--- config.mk ---
export PLATFORM = sky130hd
export DESIGN_NAME = axi_sram_slave_if
export DESIGN_NICKNAME = d
export VERILOG_FILES = /design/src/rtl/axi_sram_slave_if.sv
export SDC_FILE = /design/constraint.sdc
export NUM_CORES = 1
export LEC_CHECK = 0
export CAP_MARGIN = 40
export CORE_ASPECT_RATIO = 1.4
export CORE_MARGIN = 2
export CORE_UTILIZATION = 44
export CTS_BUF_LIST = sky130_fd_sc_hd__clkbuf_16
export CTS_CLUSTER_SIZE = 14
export DETAILED_ROUTE_END_ITERATION = 7
export PLACE_DENSITY = 0.82
export REMOVE_ABC_BUFFERS = 1
export SLEW_MARGIN = 20
export SYNTH_ARGS = -nofsm -noshare
export SYNTH_HDL_FRONTEND = slang
export SYNTH_SLANG_ARGS = --single-unit
--- constraint.sdc ---
create_clock -name ACLK -period 4.6 [get_ports ACLK]
set_input_delay 0.92 -clock ACLK [delete_from_list [all_inputs] [get_ports ACLK]]
set_output_delay 0.92 -clock ACLK [all_outputs]
set_load 0.01 [all_outputs]
--- src/rtl/axi_sram_slave_if.sv ---
// axi_sram_slave_if: AXI3 slave that maps 32-bit INCR bursts onto a single-port
// synchronous SRAM with 16-bit words. Each AXI beat becomes two SRAM accesses,
// low half first, and only one transaction is in flight at a time.
// Optional build macro: AXI_SRAM_WR_PROTECT_EN -- writes are accepted with the
// normal handshakes but never reach the SRAM, and every write answers SLVERR.
//
// Handshake rule on every AXI channel: a transfer happens on the rising ACLK
// edge where VALID and READY are both high; READY is only raised in the state
// that owns the channel, and a raised VALID holds its payload until accepted.
module axi_sram_slave_if #(
  parameter int MEM_ADDRW = 22,
  parameter int MEM_DW    = 16,
  parameter int A         = 32,
  parameter int I         = 4,
  parameter int L         = 8,
  parameter int D         = 32,
  parameter int M         = 4
) (
  input  logic                 ACLK,
  input  logic                 ARESETn,   // active-high despite the name
  input  logic [I-1:0]         AWID,
  input  logic [A-1:0]         AWADDR,
  input  logic [L-1:0]         AWLEN,
  input  logic [2:0]           AWSIZE,
  input  logic [1:0]           AWBURST,
  input  logic [1:0]           AWLOCK,
  input  logic [3:0]           AWCACHE,
  input  logic [2:0]           AWPROT,
  input  logic                 AWVALID,
  output logic                 AWREADY,
  input  logic [I-1:0]         WID,
  input  logic [D-1:0]         WDATA,
  input  logic [M-1:0]         WSTRB,
  input  logic                 WLAST,
  input  logic                 WVALID,
  output logic                 WREADY,
  output logic [I-1:0]         BID,
  output logic [1:0]           BRESP,
  output logic                 BVALID,
  input  logic                 BREADY,
  input  logic [I-1:0]         ARID,
  input  logic [A-1:0]         ARADDR,
  input  logic [L-1:0]         ARLEN,
  input  logic [2:0]           ARSIZE,
  input  logic [1:0]           ARBURST,
  input  logic [1:0]           ARLOCK,
  input  logic [3:0]           ARCACHE,
  input  logic [2:0]           ARPROT,
  input  logic                 ARVALID,
  output logic                 ARREADY,
  output logic [I-1:0]         RID,
  output logic [D-1:0]         RDATA,
  output logic [1:0]           RRESP,
  output logic                 RLAST,
  output logic                 RVALID,
  input  logic                 RREADY,
  output logic [MEM_ADDRW-1:0] mem_addr,
  output logic                 mem_we,
  output logic [MEM_DW-1:0]    mem_di,
  input  logic [MEM_DW-1:0]    mem_do,
  output logic [3:0]           dbg_state_o
);

  typedef enum logic [3:0] {
    S_IDLE, S_RD_LO, S_RD_HI, S_RD_CAP, S_RD_OUT,
    S_WR_WAIT, S_WR_LO, S_WR_HI, S_WR_RESP
  } state_t;

  localparam logic [L-1:0]         BEAT_ONE  = 1;
  localparam logic [MEM_ADDRW-1:0] ADDR_ONE  = 1;
  localparam logic [MEM_ADDRW-1:0] ADDR_STEP = 2;

  state_t                 state_q, state_d;
  logic [I-1:0]           id_q, id_d;
  logic [MEM_ADDRW-1:0]   addr_q, addr_d;
  logic [L-1:0]           len_q, len_d;
  logic [L-1:0]           beat_q, beat_d;
  logic [D-1:0]           rdata_q, rdata_d;
  logic [D-1:0]           wdata_q, wdata_d;
  logic [M-1:0]           wstrb_q, wstrb_d;
  logic                   err_q, err_d;
  logic                   last_beat;

  // Size/burst/lock/cache/prot and WID carry nothing this bridge uses.
  logic unused_inputs;
  assign unused_inputs = ^{AWSIZE, AWBURST, AWLOCK, AWCACHE, AWPROT,
                           ARSIZE, ARBURST, ARLOCK, ARCACHE, ARPROT, WID,
                           AWADDR[A-1:MEM_ADDRW+1], AWADDR[0],
                           ARADDR[A-1:MEM_ADDRW+1], ARADDR[0]};

  assign last_beat   = (beat_q == len_q);
  assign RID         = id_q;
  assign BID         = id_q;
  assign RDATA       = rdata_q;
  assign RRESP       = 2'b00;
  assign dbg_state_o = state_q;

  // FSM state register
  always_ff @(posedge ACLK or posedge ARESETn) begin
    if (ARESETn) state_q <= S_IDLE;
    else         state_q <= state_d;
  end

  // Burst context and data registers
  always_ff @(posedge ACLK or posedge ARESETn) begin
    if (ARESETn) begin
      id_q    <= '0;
      addr_q  <= '0;
      len_q   <= '0;
      beat_q  <= '0;
      rdata_q <= '0;
      wdata_q <= '0;
      wstrb_q <= '0;
      err_q   <= 1'b0;
    end else begin
      id_q    <= id_d;
      addr_q  <= addr_d;
      len_q   <= len_d;
      beat_q  <= beat_d;
      rdata_q <= rdata_d;
      wdata_q <= wdata_d;
      wstrb_q <= wstrb_d;
      err_q   <= err_d;
    end
  end

  // Next-state, next-register values and all handshake/SRAM outputs
  always_comb begin
    state_d  = state_q;
    id_d     = id_q;
    addr_d   = addr_q;
    len_d    = len_q;
    beat_d   = beat_q;
    rdata_d  = rdata_q;
    wdata_d  = wdata_q;
    wstrb_d  = wstrb_q;
    err_d    = err_q;
    AWREADY  = 1'b0;
    ARREADY  = 1'b0;
    WREADY   = 1'b0;
    BVALID   = 1'b0;
    BRESP    = 2'b00;
    RVALID   = 1'b0;
    RLAST    = 1'b0;
    mem_addr = '0;
    mem_we   = 1'b0;
    mem_di   = '0;
    case (state_q)
      S_IDLE: begin
        // Writes win a simultaneous request.
        AWREADY = AWVALID;
        ARREADY = ARVALID & ~AWVALID;
        if (AWVALID) begin
          id_d    = AWID;
          addr_d  = AWADDR[MEM_ADDRW:1];
          len_d   = AWLEN;
          beat_d  = '0;
          err_d   = 1'b0;
          state_d = S_WR_WAIT;
        end else if (ARVALID) begin
          id_d    = ARID;
          addr_d  = ARADDR[MEM_ADDRW:1];
          len_d   = ARLEN;
          beat_d  = '0;
          state_d = S_RD_LO;
        end
      end
      S_RD_LO: begin
        mem_addr = addr_q;
        state_d  = S_RD_HI;
      end
      S_RD_HI: begin
        // mem_do now holds the low half addressed in the previous cycle.
        mem_addr          = addr_q + ADDR_ONE;
        rdata_d[15:0]     = mem_do;
        state_d           = S_RD_CAP;
      end
      S_RD_CAP: begin
        rdata_d[31:16] = mem_do;
        state_d        = S_RD_OUT;
      end
      S_RD_OUT: begin
        RVALID = 1'b1;
        RLAST  = last_beat;
        if (RREADY) begin
          if (last_beat) begin
            state_d = S_IDLE;
          end else begin
            beat_d  = beat_q + BEAT_ONE;
            addr_d  = addr_q + ADDR_STEP;
            state_d = S_RD_LO;
          end
        end
      end
      S_WR_WAIT: begin
        WREADY = 1'b1;
        if (WVALID) begin
          wdata_d = WDATA;
          wstrb_d = WSTRB;
          // A WLAST that disagrees with AWLEN poisons the whole burst.
          if (WLAST != last_beat) err_d = 1'b1;
          state_d = S_WR_LO;
        end
      end
      S_WR_LO: begin
        mem_addr = addr_q;
        mem_di   = wdata_q[15:0];
`ifdef AXI_SRAM_WR_PROTECT_EN
        mem_we   = 1'b0;
`else
        mem_we   = |wstrb_q[1:0];
`endif
        state_d  = S_WR_HI;
      end
      S_WR_HI: begin
        mem_addr = addr_q + ADDR_ONE;
        mem_di   = wdata_q[31:16];
`ifdef AXI_SRAM_WR_PROTECT_EN
        mem_we   = 1'b0;
`else
        mem_we   = |wstrb_q[3:2];
`endif
        if (last_beat) begin
          state_d = S_WR_RESP;
        end else begin
          beat_d  = beat_q + BEAT_ONE;
          addr_d  = addr_q + ADDR_STEP;
          state_d = S_WR_WAIT;
        end
      end
      S_WR_RESP: begin
        BVALID = 1'b1;
`ifdef AXI_SRAM_WR_PROTECT_EN
        BRESP  = 2'b10;
`else
        BRESP  = err_q ? 2'b10 : 2'b00;
`endif
        if (BREADY) state_d = S_IDLE;
      end
      default: state_d = S_IDLE;
    endcase
  end

endmodule

After elaboration in Yosys (flattened, before gate mapping)
Cells that the tools add are included.
- $add $sub $neg: 3
- eq/ne operators: 16
- muxes and demuxes: 37
- bitwise operators: 2
- reduce and logical (&&, ||, !) cells: 13
- operators with widths (kind ; number):
    $mux 22 ; 4
    $pmux 22 s3 ; 1
    $mux 8 ; 6
    $pmux 22 s2 ; 1
    $pmux 4 s9 ; 1
    $mux 4 ; 8
    $pmux 16 s2 ; 1
    $pmux 8 s3 ; 1
    $add 22x1->22 const B ; 1
    $add 22x2->22 const B ; 1
    $eq 4x3->1 const B ; 4
    $mux 1 ; 10
    $ne 2x2->1 const B ; 5
    $add 8x1->8 const B ; 1
    $eq 4x2->1 const B ; 2
    $eq 8x8->1 ; 1
    $reduce_and 4->1 ; 2
    $reduce_or 2->1 ; 4
    $eq 4x1->1 const B ; 1
    $eq 4x4->1 const B ; 1
    $logic_not 4->1 ; 1
    $mux 2 ; 2
    $pmux 1 s2 ; 2
    $reduce_and 2->1 ; 2
    other kinds (7) ; 8
- register bits: 115
- input port bits: 180
- output and inout port bits: 93
- word-level logic and storage cells: 81

Depth between registers and ports, before layout
- depth after elaboration: 5
- gate-level depth with buffers: 8

Worst setup path after synthesis
Ideal clock, no wire load.
- path kind: register to output
- start: register addr_q[1]
- end: output mem_addr[21]
- data arrival time: 1.921 ns
- required time: 3.680 ns
- slack: 1.759 ns
- stages on the path, launching flop included: 7
- buffers on the path: 0
- cell sequence: dfrtp_1 -> ha_1 -> nand3_1 -> nor4_2 -> and4_1 -> a21oi_1 -> a211o_1
- longest elaborated chain between the ends: 2
- ends and longest elaborated chain (element ; RTL line ; text):
    start, declared ; 75 ; logic [MEM_ADDRW-1:0] addr_q, addr_d;
    start signal, assigned ; 117 ; addr_q <= addr_d;
    $add 22x1->22 ; 174, 216 ;
    $pmux 22 s2 ; 148 ; case (state_q)
    end, declared ; 57 ; output logic [MEM_ADDRW-1:0] mem_addr,
No other way between the ends.

Worst setup path after layout
- start: register addr_q[1]
- end: output mem_addr[15]
Same word-level chain as after synthesis.

==> metrics.yaml <==
outcome: "finished, final reports clean"
tritoncts.num_buffers: 17
cts_max_level: 4
worstMarginPinSlew_ns: 0.841
max-vdd-ir-drop_v: 0.000429
clock-skew-final_ns: 0.0117
grt_first_pass_wirelength_um: 29400
asyncSetResetFlopFracSynth_pct: 100
layout_commonest_cell: "sky130_fd_sc_hd__clkdlybuf4s50_1"
min_to: "wdata_q[18]"
setup_violations: 0
regArea_um2: 2880
setup_repair_after_global_routing_missed_its_margin: "false"
synth-edff-count: 0
tritoncts: "yes"
post-synth-top-area-cell: "sky130_fd_sc_hd__dfrtp_1"
final_max_slew_viol_count: 0
clock_latency_ns: 0.40
cts_buffer_depth: 2
area_growth_pct: 43.9
path_clk_slew_ns: 0.06
clock.fmax_mhz: 245
ys_seq_elements: 115
initial_cell_density_of_the_core_pct: 45.2
max-slew-margin-rel_pct: 43.9
post_route_cells_drive_above_1_share_pct: 16.4
r2r_cells: 6
worst_path_largest_cell_delay_ns: 0.57
power.combinational.fraction_pct: 51.0
gr-usage-all-layers_pct: 23.3
fraction_of_the_yosys_area_taken_by_sequential_cells_pct: 43.9
postSynthCellCount: 643
worst-endpoint-arrival_ns: 3.17
critPathKind: "flip-flop to output port"
multi_input_area_um2: 3380
ys_types: 66
detail_route.iter0.violations: 285
finalNetCount: 1025
grt_pass1_vias: 5955
critPathMaxFanout: 13
timing.final.hold_violations: 0
postCtsSetupRepairBufs: 0
fin_ws_ns: 0.511
power.net_switching_mw: 2.66
mostFrequentLayoutCells: "216 x sky130_fd_sc_hd__clkdlybuf4s50_1, 115 x sky130_fd_sc_hd__dfrtp_1, 73 x sky130_fd_sc_hd__mux2_2, 53 x sky130_fd_sc_hd__o21ai_0, 47 x sky130_fd_sc_hd__nand2_1"
yosysWarnings: 0
reg2reg_setup_slack_ns: 1.50
met1_length_um: 7030
synthesis.area_um2: 6560
first_pass_iters: 6
route.met2.wl_um: 9740
hold_path_startpoint: "wdata_q[18]"
power.density_cell_area_nw_per_um2: 721
req_time_crit_path_ns: 3.68
ant_nets: 0
final_cycle_share_pct: 88.9
avgViaCountPerCell: 5.58
dieArea_um2: 15900
drt_total_wl_um: 18400
port-buffer-count: 217
maximum_number_of_pins_on_one_net_before_global_route_repair: 47
core_region_area_um2: 14500
synthesized_area_per_cell_um2: 10.2
vias: 5830
power.share.switching_pct: 39.0
r2r_end: "beat_q[6]"
hold_class: "flip-flop to flip-flop"
critical_path.endpoint_type: "output port"
power.clock.fraction_pct: 20.0
gp_congestion: 0.855
dp_worst_setup_slack_ns: 0.942
synth_top_area_share_pct: 43.9
top_layer: "met4"
route.detailed.drc: 0
timing.hold.worst_path_depth: 1
cap_viol_max_count: 0
worst_r2r_startpoint: "dbg_state_o[0]"
worst_path_most_repeated_cell: "sky130_fd_sc_hd__nand3_1"
leakage_nw: 3.88
period_minus_slack_ns: 4.09
postCtsResizedCells: 0
ys.flop_type: "sky130_fd_sc_hd__dfrtp_1"
floorplan.rows: 52
hold_slack_ns: 0.493
antenna_found_initial: 0
critical_path.startpoint_type: "flip-flop"
seq_power_share_pct: 29.1
die_span_in_x_um: 107
critical-path-slowest-cell: "sky130_fd_sc_hd__clkdlybuf4s50_1"
finalSetupTns_ns: 0
io_pins: 273
timing.critical_path.cells: "ha_1 -> nand3_1 -> nor4_2 -> buf_4 -> and2_1 -> nand3_1 -> o21ai_1 -> clkdlybuf4s50_1"
post_synth_main_area_contributors: "sky130_fd_sc_hd__dfrtp_1 44%, sky130_fd_sc_hd__mux2_2 13%, sky130_fd_sc_hd__o21ai_0 4.0%"
clockRootBuffer: "sky130_fd_sc_hd__clkbuf_16"
wl_met3_um: 1360
dieHeight_um: 148
antenna_cells_inserted: 0
cts.hold.buffers_added: 0
hpwl_um: 13100
final.fill_count: 1169
avgRoutedWirePerCell_um: 17.6
cts.sink_count: 115
total_congestion_overflow: 0
intPower_mw: 4.15
-- per-layer routing --
metal	up-vias	global-route usage (%)
met5	-	0
met4	0	6.75
met3	19	6.22
met2	230	42.5
met1	2788	26.3
li1	2793	-
-- synthesized netlist by cell type (all sizes together), types with 4 or more instances --
master / instances
inv: 6
o22a: 10
dfrtp: 115
a22oi: 4
a211oi: 10
a21oi: 38
and3: 5
nor2: 33
or2: 4
nand4: 9
o41ai: 5
a31oi: 15
clkbuf: 14
nand2: 49
nor3: 9
mux2: 75
o21ai: 59
nand3: 23
nor4: 8
xor2: 8
o31ai: 5
and2: 7
mux2i: 24
a22o: 19
buf: 39
nor2b: 10
-- worst max-delay path, delay by kind of cell, from the launching register on --
family                     cells  cell delay (ns)
and+or+nand+nor                4             1.02
buffers and inverters          2             0.82
adders and majority gates      1             0.30
AOI/OAI and AO/OA              1             0.17
DFF                            1             0.46
-- logic make-up after synthesis --
| logic type | count (synthesis) | synth area share [%] |
|---|---|---|
| flops | 115 | 43.9 |
| fa+ha+maj | 3 | 0.573 |
| xor+xnor | 11 | 1.58 |
| simple gates | 171 | 14.6 |
| compound gates | 184 | 18.0 |
| mux | 99 | 16.5 |
| other cells | 1 | 0.0572 |
| buf+inv | 59 | 4.79 |
-- layout make-up --
cell class	instances	share of cell area, %
clock buffers	17	4.51
flip-flops and latches	115	30.5
repair buffers	231	24.4
well taps	189	2.51
inverters	6	0.265
clock inverters	15	1.90
multi-input cells	471	35.9
-- worst max-delay path by stage --
stage	endpoint	slack, ns	cells after the start	from
after detailed placement	mem_addr[17]	0.94	8	addr_q[1]
after floorplan	BID[0]	0.64	1	ARESETn
final	mem_addr[15]	0.51	8	addr_q[1]
after CTS	mem_addr[15]	0.49	8	addr_q[1]
after global placement	mem_addr[17]	0.97	8	addr_q[1]
after global routing	mem_addr[15]	0.22	8	addr_q[1]
-- power by group through the flow --
stage | sequential (mW) | combinational [mW] | clock [mW]
6_report | 1.98 | 3.47 | 1.36
5_1_grt | 2.06 | 3.76 | 1.43
4_1_cts | 1.97 | 3.49 | 1.38
3_5_place_dp | 1.99 | 3.48 | 0
3_3_place_gp | 1.96 | 3.40 | 0
2_1_floorplan | 1.97 | 1.88 | 0
-- state kept, by name (all words and copies together) (netlist names) --
signal	flops
err_q	1
dbg_state_o	4
RDATA	32
wstrb_q	4
addr_q	22
wdata_q	32
beat_q	8
len_q	8
BID	4
-- stage by stage --
| stage | area [µm²] | utilization [%] | instances | power [mW] |
|---|---|---|---|---|
| 2_1_floorplan | 6270 | - | 592 | 3.85 |
| 3_3_place_gp | 8800 | 60.7 | 1011 | 5.36 |
| 3_5_place_dp | 8830 | 60.8 | 1012 | 5.46 |
| 4_1_cts | 9430 | 65.0 | 1044 | 6.85 |
| 5_1_grt | 9430 | 65.0 | 1044 | 7.24 |
| 6_report | 9430 | 65.0 | 1044 | 6.80 |
(Power assumes the default switching activity.)
==> patch 1, RTL diff (config.mk and constraints unchanged) <==
Reset style: synchronous (`ARESETn`), changed in 2 clocked blocks.
--- a/src/rtl/axi_sram_slave_if.sv
+++ b/src/rtl/axi_sram_slave_if.sv
@@ -97,5 +97,5 @@
 
   // FSM state register
-  always_ff @(posedge ACLK or posedge ARESETn) begin
+  always_ff @(posedge ACLK) begin
     if (ARESETn) state_q <= S_IDLE;
     else         state_q <= state_d;
@@ -103,5 +103,5 @@
 
   // Burst context and data registers
-  always_ff @(posedge ACLK or posedge ARESETn) begin
+  always_ff @(posedge ACLK) begin
     if (ARESETn) begin
       id_q    <= '0;
Function: differs if ARESETn is asserted again (counterexample within 4 cycles, from zero or initial values and one cycle with ARESETn high); with ARESETn held inactive, the same outputs for 4 cycles.
==> patch 1 against the original RTL <==
Clock power about the same. Final area decreased by 2.7%. Sequential cell count unchanged. Setup slack got worse by 26 ps. Power decreased by 30%. Routed wire length increased by 6.1%. Global-route usage increased by 1.3 points. Synthesized area decreased by 3.2%. Critical endpoint is now mem_addr[16].
==> patch 1: results (changes against the original RTL) <==
cts_resized: 0  # unchanged
grt_use_total: 0.245  # was 0.233
finish.net_count: 1191  # was 1025
maxSlewHeadroom: 0.443  # was 0.439
cp_slowest_cell: "nor4_2"  # was clkdlybuf4s50_1
async_flop_share: 0  # was 1.00
synth_area_leaders: "dfxtp_1, nand2_1, a21oi_1"  # was dfrtp_1, mux2_2, o21ai_0
power_leakage_nw: 3.20  # was 3.88 nW
synth-seq-area-share: 0.363  # was 0.439
crit_fanout: 18  # was 13
critPathTopFamily: "simple AND/OR/NAND/NOR gates"  # unchanged
worst_clock_skew_ps: 8.13  # was 11.7 ps
drt_pass1_iterations: 5  # was 6
grt_pass1_vias: 6334  # was 5955
nFillCells: 1225  # was 1169
n_antenna_cell: 0  # unchanged
worst_ep_arrival_time_ps: 3190  # was 3170 ps
drv_slew: 0  # unchanged
netlist_top_cells_count: "nand2_1, dfxtp_1, a21oi_1, o21ai_0, nor2_1"  # was dfrtp_1, mux2_2, o21ai_0, nand2_1, a21oi_1
drt-initial-drc-count: 430  # was 285
slowest_delay_ps: 620  # was 570 ps
power_switching_mw: 1.84  # was 2.66 mW
status: "finished, final reports clean"  # unchanged
synth_compound_area_frac: 0.253  # was 0.180
worstHoldPathType: "reg -> reg"  # unchanged
cts_setup_buffers: 0  # unchanged
ir_worst_vdd_v: 0.000390  # was 0.000429 V
via_count: 6866  # was 5830
synth_mux_area_frac: 0.0570  # was 0.165
gp_congestion: 0.941  # was 0.855
synth_xor_area_frac: 0.0166  # was 0.0158
clockBufferDepth: 2  # unchanged
synth_fa_ha_area_frac: 0.00591  # was 0.00573
pre_cts_slack_ps: 1040  # was 942 ps
drcViolationCount: 0  # unchanged
clockRootBuffer: "clkbuf_16"  # unchanged
dp_hpwl_um: 13200  # was 13100 um
drt-total-wl_um: 19500  # was 18400 um
grt_max_degree: 68  # was 47
grt_pass1_wl_um: 31000  # was 29400 um
insertion_delay_ps: 420  # was 400 ps
drive_gt1_frac: 0.0813  # was 0.164
synth.distinct_cells: 71  # was 66
-- patch 1: cell count changes after synthesis, sizes merged, moves of 9 or more --
| cell | unedited run | this run |
|---|---|---|
| nand2 | 49 | 181 |
| a211oi | 10 | 19 |
| mux2 | 75 | 9 |
| or3 | 1 | 10 |
| o21ai | 59 | 45 |
| a21oi | 38 | 102 |
| a31oi | 15 | 2 |
| dfxtp | 0 | 115 |
| buf | 39 | 49 |
| o22a | 10 | 0 |
| clkbuf | 14 | 28 |
| dfrtp | 115 | 0 |
-- patch 1: cell families (layout without fill, tap and decap cells) --
logic type	after synthesis	count (layout)
AND/OR/NAND/NOR	320	320
AO/OA/AOI/OAI	251	251
flip-flops	115	115
buffers and inverters	89	282
multiplexers	35	35
XOR/XNOR	12	12
adder cells (fa/ha/maj)	3	3
other	1	3
-- patch 1: power groups by stage --
| stage | Sequential (mW) | Combinational (mW) | Clock [mW] |
|---|---|---|---|
| floorplan | 1.49 | 1.03 | 0 |
| global placement | 1.45 | 1.87 | 0 |
| detailed placement | 1.46 | 1.93 | 0 |
| CTS | 1.44 | 1.94 | 1.37 |
| global route | 1.48 | 2.13 | 1.42 |
| finish | 1.45 | 1.96 | 1.36 |
-- patch 1: cell type report --
class                      count  share of cell area
clock buffer                  17              0.0463
clock inverter                15              0.0195
inverter                      12             0.00491
multi-input combinational    624               0.396
sequential                   115               0.251
tap                          185              0.0252
timing repair buffer         238               0.257
-- patch 1: final timing paths --
check,startpoint,endpoint,slack (ps),depth (start not counted)
setup / recovery,addr_q[0]$_SDFFE_PP0P_,mem_addr[16],490,8
hold / removal,RDATA[15]$_SDFFE_PP0P_,RDATA[15]$_SDFFE_PP0P_,450,2
setup reg to reg,dbg_state_o[0]$_SDFFE_PP0P_,err_q$_SDFFE_PP0P_,1920,6
hold reg to reg,RDATA[15]$_SDFFE_PP0P_,RDATA[15]$_SDFFE_PP0P_,450,2
-- patch 1: routing by layer --
layer | GRT usage | vias up | share of wire
li1 | - | 3322 | -
met1 | 0.287 | 3194 | 0.40
met2 | 0.431 | 295 | 0.51
met3 | 0.0433 | 55 | 0.058
met4 | 0.116 | 0 | 0.036
met5 | 0 | - | 0
-- patch 1: tightest hold or removal path, stage by stage, from the launching register on --
cell,delay [ps]
dfxtp_1,300
nand2_1,50
a21oi_1,50
-- patch 1: metrics by stage --
stage	power, mW	hold WS (ps)	instances	instance area (um2)
2_1_floorplan	2.51	427	751	5980
3_3_place_gp	3.32	440	1169	8500
3_5_place_dp	3.39	445	1173	8560
4_1_cts	4.76	453	1205	9170
5_1_grt	5.03	469	1206	9180
6_report	4.77	452	1206	9180
==> patch 2, RTL diff (config.mk and constraints unchanged) <==
Made on the original files. Change the parameter `D` from 32 to 64.
--- a/src/rtl/axi_sram_slave_if.sv
+++ b/src/rtl/axi_sram_slave_if.sv
@@ -14,5 +14,5 @@
   parameter int I         = 4,
   parameter int L         = 8,
-  parameter int D         = 32,
+  parameter int D         = 64,
   parameter int M         = 4
 ) (
Interface: changed (resized RDATA and WDATA); port bits go from 273 to 337. No check against the original RTL was run, so the function may have changed too.
==> patch 2 against the original RTL <==
Power decreased by 0.81%. Final area up 0.80%. Synthesized area rose by 3.7%. Setup slack got worse by 55 ps. Sequential power barely moved. Routed wire length increased by 1.1%. Combinational power about the same. Sequential cell count did not move.
==> patch 2: results (changes against the original RTL) <==
dp_hpwl_um: 13300  # was 13100 um
finalSetupViolCount: 0  # unchanged
worst_pin_slew_ps: 904  # was 841 ps
via_count: 5934  # was 5830
finish.net_count: 1088  # was 1025
ff2ff_path_depth: 6  # unchanged
synth-seq-area-share: 0.423  # was 0.439
holdCritStartpoint: "wstrb_q[0]$_DFFE_PP0P_"  # was wdata_q[18]$_DFFE_PP0P_
worst_clock_skew_ps: 8.36  # was 11.7 ps
grt_pass1_vias: 5843  # was 5955
reg2reg_to: "beat_q[6]$_DFFE_PP0P_"  # unchanged
clockRootBuffer: "clkbuf_16"  # unchanged
r2r-start: "dbg_state_o[0]$_DFFE_PP0P_"  # unchanged
cts.clk_slew.worst_paths_ps: 60  # about the same
async_flop_share: 1.00  # unchanged
portBuffers: 217  # unchanged
yosysWarnings: 0  # unchanged
worstHoldPathType: "reg -> reg"  # unchanged
drt-initial-drc-count: 263  # was 285
placed_area_mm2: 0.00892  # was 0.00883 mm2
crit_fanout: 13  # unchanged
gp_congestion: 0.852  # was 0.855
synth_ff_type: "dfrtp_1"  # unchanged
worst_ep_arrival_time_ps: 3220  # was 3170 ps
ir_worst_vdd_v: 0.000366  # was 0.000429 V
pre_cts_slack_ps: 922  # was 942 ps
grt_pass1_wl_um: 28900  # was 29400 um
cts.htree.levels: 4  # unchanged
cts_resized: 0  # unchanged
synth_area_leaders: "dfrtp_1, mux2_2, buf_4"  # was dfrtp_1, mux2_2, o21ai_0
grt_max_degree: 64  # was 47
min_to: "wstrb_q[0]$_DFFE_PP0P_"  # was wdata_q[18]$_DFFE_PP0P_
netlist_top_cells_count: "dfrtp_1, mux2_2, o21ai_0, nand2_1, buf_4"  # was dfrtp_1, mux2_2, o21ai_0, nand2_1, a21oi_1
status: "finished, final reports clean"  # unchanged
antenna_found_initial: 1  # was 0
drive_gt1_frac: 0.157  # was 0.164
synth.distinct_cells: 66  # unchanged
cts_setup_buffers: 0  # unchanged
clockBufferDepth: 2  # unchanged
numCtsBuffers: 17  # unchanged
wl_per_cell_um: 17.2  # was 17.6 um
nFillCells: 1270  # was 1169
hold_depth: 1  # unchanged
power_leakage_nw: 3.95  # was 3.88 nW
drt_pass1_iterations: 5  # was 6
insertion_delay_ps: 400  # about the same
rrSetupSlack_ps: 1540  # was 1500 ps
grt_use_total: 0.225  # was 0.233
patch 2: cell count changes after synthesis:
| cell | delta |
|---|---|
| buf_4 | +32 |
patch 2: metrics by stage:
stage	power [mW]	utilization	instances	hold slack, ps
floorplan	3.86	-	624	465
global placement	5.36	0.593	1046	475
detailed placement	5.47	0.593	1046	489
CTS	6.78	0.631	1077	502
global route	7.20	0.632	1078	515
finish	6.75	0.632	1078	499
patch 2: per-layer routing:
metal | vias to the layer above | global-route usage | wire length, um
met5 | - | 0 | 0
met4 | 0 | 0.0917 | 389
met3 | 29 | 0.0663 | 1470
met2 | 231 | 0.389 | 9700
met1 | 2861 | 0.258 | 7040
li1 | 2813 | - | -
patch 2: layout make-up:
type / instances / area, um2 / area share
Timing Repair Buffer: 230 / 2280 / 0.240
Tap cell: 192 / 240 / 0.0253
Multi-Input combinational cell: 503 / 3500 / 0.369
Inverter: 6 / 25.0 / 0.00263
Antenna cell: 1 / 2.50 / 0.000263
Clock inverter: 14 / 155 / 0.0163
Sequential cell: 115 / 2880 / 0.303
Clock buffer: 17 / 425 / 0.0447
patch 2: report_power, final:
| part | switching [mW] | total, mW | internal [mW] |
|---|---|---|---|
| Sequential | 0.469 | 1.98 | 1.51 |
| Clock | 0.495 | 1.30 | 0.801 |
| Combinational | 1.70 | 3.47 | 1.77 |
| Total | 2.66 | 6.75 | 4.09 |
patch 2: logic make-up after synthesis:
family,after synthesis,share of synthesized area
AO/OA/AOI/OAI,184,0.173
XOR/XNOR,11,0.0153
adder cells (fa/ha/maj),3,0.00552
buffers and inverters,91,0.0816
flip-flops,115,0.423
multiplexers,99,0.160
other,1,0.000552
AND/OR/NAND/NOR,171,0.141
patch 2: worst max-delay path by stage:
| stage | from | end | slack [ps] |
|---|---|---|---|
| global route | addr_q[1]$_DFFE_PP0P_ | mem_addr[17] | 190 |
| global placement | addr_q[1]$_DFFE_PP0P_ | mem_addr[13] | 920 |
| CTS | addr_q[1]$_DFFE_PP0P_ | mem_addr[17] | 480 |
| floorplan | ARESETn | BID[0]$_DFFE_PP0P_ | 640 |
| finish | addr_q[1]$_DFFE_PP0P_ | mem_addr[15] | 460 |
| detailed placement | addr_q[1]$_DFFE_PP0P_ | mem_addr[17] | 920 |
patch 2: critical path, cell delays in order, from the launching register on:
cell             delay (ps)
dfrtp_1                 470
ha_1                    300
nand3_1                 280
nor4_2                  470
buf_4                   260
and2_1                  210
nand3_1                  90
o21ai_1                 180
clkdlybuf4s50_1         570
